**src/rtl/cpu32_mc.sv**
```systemverilog
// cpu32_mc: multi-cycle 32-bit CPU with a 16x32 register file and one memory
// handshake per phase (instruction fetch, data access).
//
// Parameters:
//   RESET_VECTOR  pc loaded on reset
//   TRAP_VECTOR   pc loaded on an undefined opcode (only with CPU32_TRAP_EN)
// Ports:
//   clk, reset                      clock, synchronous active-high reset
//   i_addr, i_req, i_data, i_ready  instruction fetch handshake
//   d_addr, d_data_w, d_data_r,
//   d_req, d_we, d_ready            data load/store handshake
//   retire                          one-cycle pulse per completed instruction
// Build option:
//   CPU32_TRAP_EN  defined: opcodes 5..15 trap (R15 = pc+4, pc = TRAP_VECTOR)
//                  undefined: opcodes 5..15 execute as NOP
// ALU func codes: 0 add, 1 sub, 2 and, 3 or, 4 xor, 5 sll, 6 srl, 7 sra,
//                 8 slt, 9 sltu, others pass the second operand.
module cpu32_mc #(
    parameter logic [31:0] RESET_VECTOR = 32'h0000_0000,
    parameter logic [31:0] TRAP_VECTOR  = 32'h0000_0010
) (
    input  logic        clk,
    input  logic        reset,
    output logic [31:0] i_addr,
    output logic        i_req,
    input  logic [31:0] i_data,
    input  logic        i_ready,
    output logic [31:0] d_addr,
    output logic [31:0] d_data_w,
    input  logic [31:0] d_data_r,
    output logic        d_req,
    output logic        d_we,
    input  logic        d_ready,
    output logic        retire
);

    typedef enum logic [1:0] {StIdle, StFetch, StExec, StMem} state_e;

    state_e      state_q, state_d;
    logic [31:0] pc_q, pc_d;
    logic [31:0] ir_q, ir_d;
    logic [31:0] addr_q, addr_d;
    logic [31:0] wdata_q, wdata_d;
    logic        we_q, we_d;

    logic [31:0] rf_q [16];
    logic        rf_we;
    logic [3:0]  rf_waddr;
    logic [31:0] rf_wdata;

    logic [3:0]  opcode, func, fa, fb, fd;
    logic [15:0] imm16;
    logic [31:0] ra, rb, imm_z, pc_plus4, br_off;
    logic        br_take;

    assign opcode   = ir_q[31:28];
    assign func     = ir_q[27:24];
    assign fa       = ir_q[23:20];
    assign fb       = ir_q[19:16];
    assign fd       = ir_q[15:12];
    assign imm16    = ir_q[15:0];
    assign ra       = rf_q[fa];
    assign rb       = rf_q[fb];
    assign imm_z    = {16'h0000, imm16};
    assign pc_plus4 = pc_q + 32'd4;
    assign br_off   = {{14{imm16[15]}}, imm16, 2'b00};
    assign br_take  = (func[0] && (ra == 32'd0)) || (func[1] && (ra != 32'd0));

`ifndef CPU32_TRAP_EN
    logic unused_trap_vec;
    assign unused_trap_vec = ^TRAP_VECTOR;
`endif

    function automatic logic [31:0] alu(input logic [3:0] f, input logic [31:0] x,
                                        input logic [31:0] y);
        logic [31:0] r;
        case (f)
            4'd0:    r = x + y;
            4'd1:    r = x - y;
            4'd2:    r = x & y;
            4'd3:    r = x | y;
            4'd4:    r = x ^ y;
            4'd5:    r = x << y[4:0];
            4'd6:    r = x >> y[4:0];
            4'd7:    r = $signed(x) >>> y[4:0];
            4'd8:    r = {31'd0, $signed(x) < $signed(y)};
            4'd9:    r = {31'd0, x < y};
            default: r = y;
        endcase
        return r;
    endfunction

    always_comb begin
        state_d  = state_q;
        pc_d     = pc_q;
        ir_d     = ir_q;
        addr_d   = addr_q;
        wdata_d  = wdata_q;
        we_d     = we_q;
        rf_we    = 1'b0;
        rf_waddr = fb;
        rf_wdata = 32'd0;
        retire   = 1'b0;
        i_req    = 1'b0;
        d_req    = 1'b0;
        case (state_q)
            StIdle: state_d = StFetch;
            StFetch: begin
                i_req = 1'b1;
                if (i_ready) begin
                    ir_d    = i_data;
                    state_d = StExec;
                end
            end
            StExec: begin
                state_d = StFetch;
                pc_d    = pc_plus4;
                retire  = 1'b1;
                case (opcode)
                    4'd0: begin
                        rf_we    = 1'b1;
                        rf_waddr = fd;
                        rf_wdata = alu(func, ra, rb);
                    end
                    4'd1: begin
                        rf_we    = 1'b1;
                        rf_wdata = alu(func, ra, imm_z);
                    end
                    4'd2, 4'd3: begin
                        // Address and store data are frozen here so MEM holds them stable.
                        state_d = StMem;
                        pc_d    = pc_q;
                        retire  = 1'b0;
                        addr_d  = ra + imm_z;
                        wdata_d = rb;
                        we_d    = (opcode == 4'd3);
                    end
                    4'd4: begin
                        if (br_take) begin
                            pc_d = pc_q + br_off;
                            if (func[3]) begin
                                rf_we    = 1'b1;
                                rf_wdata = pc_plus4;
                            end
                        end
                    end
                    default: begin
`ifdef CPU32_TRAP_EN
                        rf_we    = 1'b1;
                        rf_waddr = 4'd15;
                        rf_wdata = pc_plus4;
                        pc_d     = TRAP_VECTOR;
`endif
                    end
                endcase
            end
            StMem: begin
                d_req = 1'b1;
                if (d_ready) begin
                    retire  = 1'b1;
                    pc_d    = pc_plus4;
                    state_d = StFetch;
                    if (!we_q) begin
                        rf_we    = 1'b1;
                        rf_wdata = d_data_r;
                    end
                end
            end
            default: state_d = StIdle;
        endcase
        // Reset abandons whatever is in flight: no write-back, no retire, no requests.
        if (reset) begin
            rf_we  = 1'b0;
            retire = 1'b0;
            i_req  = 1'b0;
            d_req  = 1'b0;
        end
    end

    assign i_addr   = pc_q;
    assign d_addr   = addr_q;
    assign d_data_w = wdata_q;
    assign d_we     = d_req & we_q;

    always_ff @(posedge clk) begin
        if (reset) begin
            state_q <= StIdle;
            pc_q    <= RESET_VECTOR;
            ir_q    <= 32'd0;
            addr_q  <= 32'd0;
            wdata_q <= 32'd0;
            we_q    <= 1'b0;
        end else begin
            state_q <= state_d;
            pc_q    <= pc_d;
            ir_q    <= ir_d;
            addr_q  <= addr_d;
            wdata_q <= wdata_d;
            we_q    <= we_d;
        end
    end

    // Register file is deliberately not reset.
    always_ff @(posedge clk) begin
        if (rf_we) rf_q[rf_waddr] <= rf_wdata;
    end

endmodule

```
**config.mk**
```make
export PLATFORM = sky130hd
export DESIGN_NAME = cpu32_mc
export DESIGN_NICKNAME = d
export VERILOG_FILES = /design/src/rtl/cpu32_mc.sv
export SDC_FILE = /design/constraint.sdc
export NUM_CORES = 2
export LEC_CHECK = 0
export ABC_AREA = 1
export CAP_MARGIN = 10
export CORE_MARGIN = 2
export CORE_UTILIZATION = 50
export DETAILED_ROUTE_END_ITERATION = 7
export HOLD_SLACK_MARGIN = 0.05
export MAX_ROUTING_LAYER = met4
export PLACE_DENSITY = 0.67
export SYNTH_ARGS = -nofsm -noshare
export SYNTH_HDL_FRONTEND = slang
export SYNTH_SLANG_ARGS = --single-unit
```
**constraint.sdc**
```tcl
create_clock -name clk -period 7.3 [get_ports clk]
set_input_delay 1.46 -clock clk [delete_from_list [all_inputs] [get_ports clk]]
set_output_delay 1.46 -clock clk [all_outputs]
set_load 0.005 [all_outputs]
```
Word-level counts from Yosys, hierarchy flattened
Memory sizes are Yosys's and may differ from the RTL's. A register that Yosys moved wholly into a read port is not among the register bits. Index checks and enable logic that the tools add are counted.

Equality and inequality tests: 19. Shifts and indexed selects: 6. Add/subtract/negate cells: 6. Reductions and logical operators: 15. Bitwise logic cells: 7. Muxes and demuxes: 39. Order comparisons: 4.

Operators by type and width (count): $pmux W32 S10 (2); $mux W32 (6); $pmux W32 S2 (3); $pmux W32 S3 (1); $add A32 B32 Y32 (2); $lt A32 B32 Y1 (2); $shl A32 B5 Y32 (2); $shr A32 B5 Y32 (2); $sshr A32 B5 Y32 (2); $add A32 B16 Y32 (1); $add A32 B3 Y32 const B (1); $and A32 B16 Y32 (1); $and A32 B32 Y32 (1); $logic_not A32 Y1 (1); $lt A32 B16 Y1 (1); $lt A32 B17 Y1 (1); $or A32 B16 Y32 (1); $or A32 B32 Y32 (1); $reduce_bool A32 Y1 (1); $sub A32 B16 Y32 (1); $sub A32 B32 Y32 (1); $xor A32 B16 Y32 (1); $xor A32 B32 Y32 (1); $mux W4 (6); 20 further kinds (54).

Output and inout port bits: 100. Input port bits: 68. Logic and storage cells: 103. Memories kept: 1. Memory bits (writable): 512. Register bits: 131.

Memories: rf_q (depth 16, bits a word 32, read ports 2, clocked after Yosys merged registers in 2, wr ports 1, RTL line 46) `logic [31:0] rf_q [16];`.

Longest topological paths before layout
Depth after elaboration: 9. Depth in mapped cells: 33. Mapped depth without buffers: 29.

Least setup slack after synthesis
Ideal clock, no wire load.

Path type: register to register. Start: register (tool-made name). End: memory rf_q[15][0], enable pin. Cell stages (with the launch flop): 23. Period minus slack after synthesis: 5.164 ns. Data arrival time: 4.703 ns. Required time: 6.839 ns. Setup slack: 2.136 ns. Buffers on the path: 5. Setup time: 0.461 ns. Cells stage by stage: dfxtp_1 buf_6 buf_8 buf_6 buf_6 o211ai_1 nand3_1 nand3_1 nand2_2 inv_2 nand3_1 nor2_1 nand2_1 nor2_2 nand2_1 o21ai_2 nand3_4 nand2_1 nand2_1 nand2_2 nand2_2 buf_6 nor3_1.

RTL lines (RTL line): end: declaration (46).

==> qor.txt <==
Via density per instance - 6.476
Largest family of logic cells by synthesized area - simple AND/OR/NAND/NOR gates
Area grow syn2layout - 10.52%
CTS clk-pin slew, worst paths - 0.06 ns
Via count - 54780
Final hold violation count - 0
DRC viols - 0
Core Area - 0.09986 mm²
Die height - 321.1 µm
Final std cells w/o fill - 8458
H-tree level count - 3
PortBufs - 165
Warning count from the yosys run - 0
Crit path launch type - flip-flop
Final-layout fill cell count - 9535
CP Class - flip-flop to flip-flop
Fin crit share - 0.9091
Avg Synthesized Cell Area - 7.062 µm²
Crit path max fanout - 153
PnR Total Power - 15.37 mW
Max clock buf depth - 3
Final setup TNS - 0 ns
Max-slew headroom - 0.1818
Synth Area in Compound Gates - 0.1878
Ys flop type - edfxtp_1
Largest net degree at the start of global routing - 156
Netlist cell types - 61
First-pass GRT wire length - 344100 µm
Nets - 7346
Skew final - 0.05552 ns
Cell Rows - 116
Storage element area - 0.01814 mm²
Layout cells sized above 1 - 0.06357
Kind of end point of the critical path - flip-flop
Vias in the first global route - 49070
Wire length per cell - 28.75 µm
Hold WC Path Type - flip-flop to flip-flop
Seq cells post-synth - 649
CTS tree - yes
# IOs - 168
Adder-Cell Fraction of Synth Area - 0.04953
Pleak - 23.32 nW
Status - finished clean
Final ANT Viol Nets - 0
Max Cap Viol - 0
CTS Sinks - 649
Total GRT Usage - 0.4706
Final setup violation count - 0
Worst-Margin Slew - 1.214 ns
Placer Congestion - 1.148
Post-CTS sizing - 0
Detailed Routing Iterations Pass 1 - 7
Final wirelength - 243200 µm
Pins Over Slew Limit - 0
Cts bufs inserted - 73
Initial antenna violation count - 19
FMAX - 150.7 MHz
Min Tclk post-route - 6.637 ns
Clk Latency, worst-skew pair - 0.70 ns
Sequential-to-total area share from yosys stat - 0.3604
Post-CTS Setup Repair Bufs - 0
Placed cells - 8305
Area share of xor/xnor cells in the synthesized design - 0.01446
Peak VDD IR - 0.2424 mV
RSZ-0062 raised after global routing - no
Asr flop ratio synth - 0
Worst Path Arrival - 7.03 ns
Multi-input gate area - 0.02729 mm²
Initial DRC Count - 9639
Die width - 321.1 µm
Mapped Area - 0.05027 mm²
Initial Util - 0.5035
Final HPWL DP - 174300 µm
Syn Inst Count - 7119
Multiplexer area fraction after synthesis - 0
Die ar. - 0.1031 mm²
Clk root buf - clkbuf_16
Worst path required time - 7.70 ns
Post-synth EDFFs - 512
GRT Residual Overflow - 0
Pwr/cell area - 276.6 mW/mm²
# hold bufs at CTS - 0
Simple-gate portion of the synthesized area - 0.2875
## stage by stage
stage               utilization  cell area (µm²)  hold WS [ns]  setup slack, ns
global route             0.5564            55560        0.4899           0.4874
global placement         0.5319            53120        0.4592            1.004
finish                   0.5564            55560        0.4690           0.6634
detailed placement       0.5319            53120        0.4614           0.9894
CTS                      0.5560            55520        0.4699           0.9429
floorplan                     -            50280        0.4413            2.136
## report_power, final
group	internal [mW]	leakage, nW	switching (mW)
Clock	2.10	1.17	1.62
Sequential	4.07	5.96	0.0721
Combinational	1.95	16.2	5.57
Total	8.11	23.3	7.26
## layer usage
layer  track usage  vias up  share of wire
li1              -    24240              -
met1        0.6256    25450           0.39
met2        0.6419     4307           0.40
met3        0.1356      779           0.14
met4        0.2533        0          0.064
met5             -        -              0
## flip-flops by register name (all words and copies together) (netlist names), named ones only
signal	count
rf_q	512
d_addr	32
d_data_w	32
ir_q	32
i_addr	30
state_q	2
we_q	1
## cells in the mapped netlist, types with 25 or more instances
cell,count,share of area
a21oi_1,516,0.051
buf_1,80,0.0060
buf_2,82,0.0082
buf_6,44,0.0099
clkbuf_1,239,0.018
dfxtp_1,137,0.055
edfxtp_1,512,0.31
ha_1,191,0.048
inv_1,720,0.054
inv_2,26,0.0019
nand2_1,1614,0.12
nand2_2,25,0.0031
nand3_1,1008,0.10
nand4_1,54,0.0067
nor2_1,446,0.033
nor3_1,60,0.0060
o211ai_1,254,0.038
o21ai_0,641,0.064
o21ai_1,42,0.0042
o21bai_1,44,0.0066
o221ai_1,43,0.0075
or2_1,29,0.0036
or2_2,32,0.0040
xor2_1,63,0.011
## cell families after synthesis
group | Yosys count
compound gates | 1646
flops | 649
other cells | 1
fa+ha+maj | 196
buf+inv | 1213
xor+xnor | 83
simple gates | 3331
## cells in the final DEF (no fill, tap or decap), types with 73 or more instances in the layout
cell type        instances
a21oi_1                516
buf_4                  161
clkbuf_16               73
clkdlybuf4s50_1        165
dfxtp_1                126
edfxtp_1               512
ha_1                   191
inv_1                  712
nand2_1               1609
nand3_1               1008
nor2_1                 436
o211ai_1               254
o21ai_0                641
## worst paths after layout
kind | from | endpoint | cells past startpoint | slack (ns)
worst max-delay path | flip-flop | rf_q[15][11] | 23 | 0.66
worst min-delay path | ir_q[30] | ir_q[30] | 2 | 0.47
worst max register to register | flip-flop | rf_q[15][11] | 23 | 0.66
worst min register to register | ir_q[30] | ir_q[30] | 2 | 0.47
## worst max-delay path: stages, from the launching register on
cell	delay, ns
dfxtp_4	0.37
buf_12	0.57
o211ai_1	0.20
nand3_1	0.11
nand3_1	0.10
nand2_2	0.44
clkinv_1	0.39
ha_1	0.65
nand2_1	0.19
nor2_1	0.41
nand2_1	0.10
nand3_1	0.21
a31oi_1	0.13
or2_2	0.32
nand3_1	0.07
nand2_1	0.06
a21oi_1	0.15
buf_4	0.20
nand3_1	0.11
o21bai_1	0.67
nand3_1	0.35
nand2_1	0.13
nand2_1	0.07
buf_4	0.21
## cell type report
type	count	share of cell area
Timing Repair Buffer	344	0.05796
Tap cell	1298	0.02923
Inverter	756	0.05121
Clock buffer	101	0.03603
Sequential cell	649	0.3265
Multi-Input combinational cell	5258	0.4911
Clock inverter	34	0.007183
Antenna cell	18	0.0008107
No activity file was read; power rests on OpenSTA's default activity.
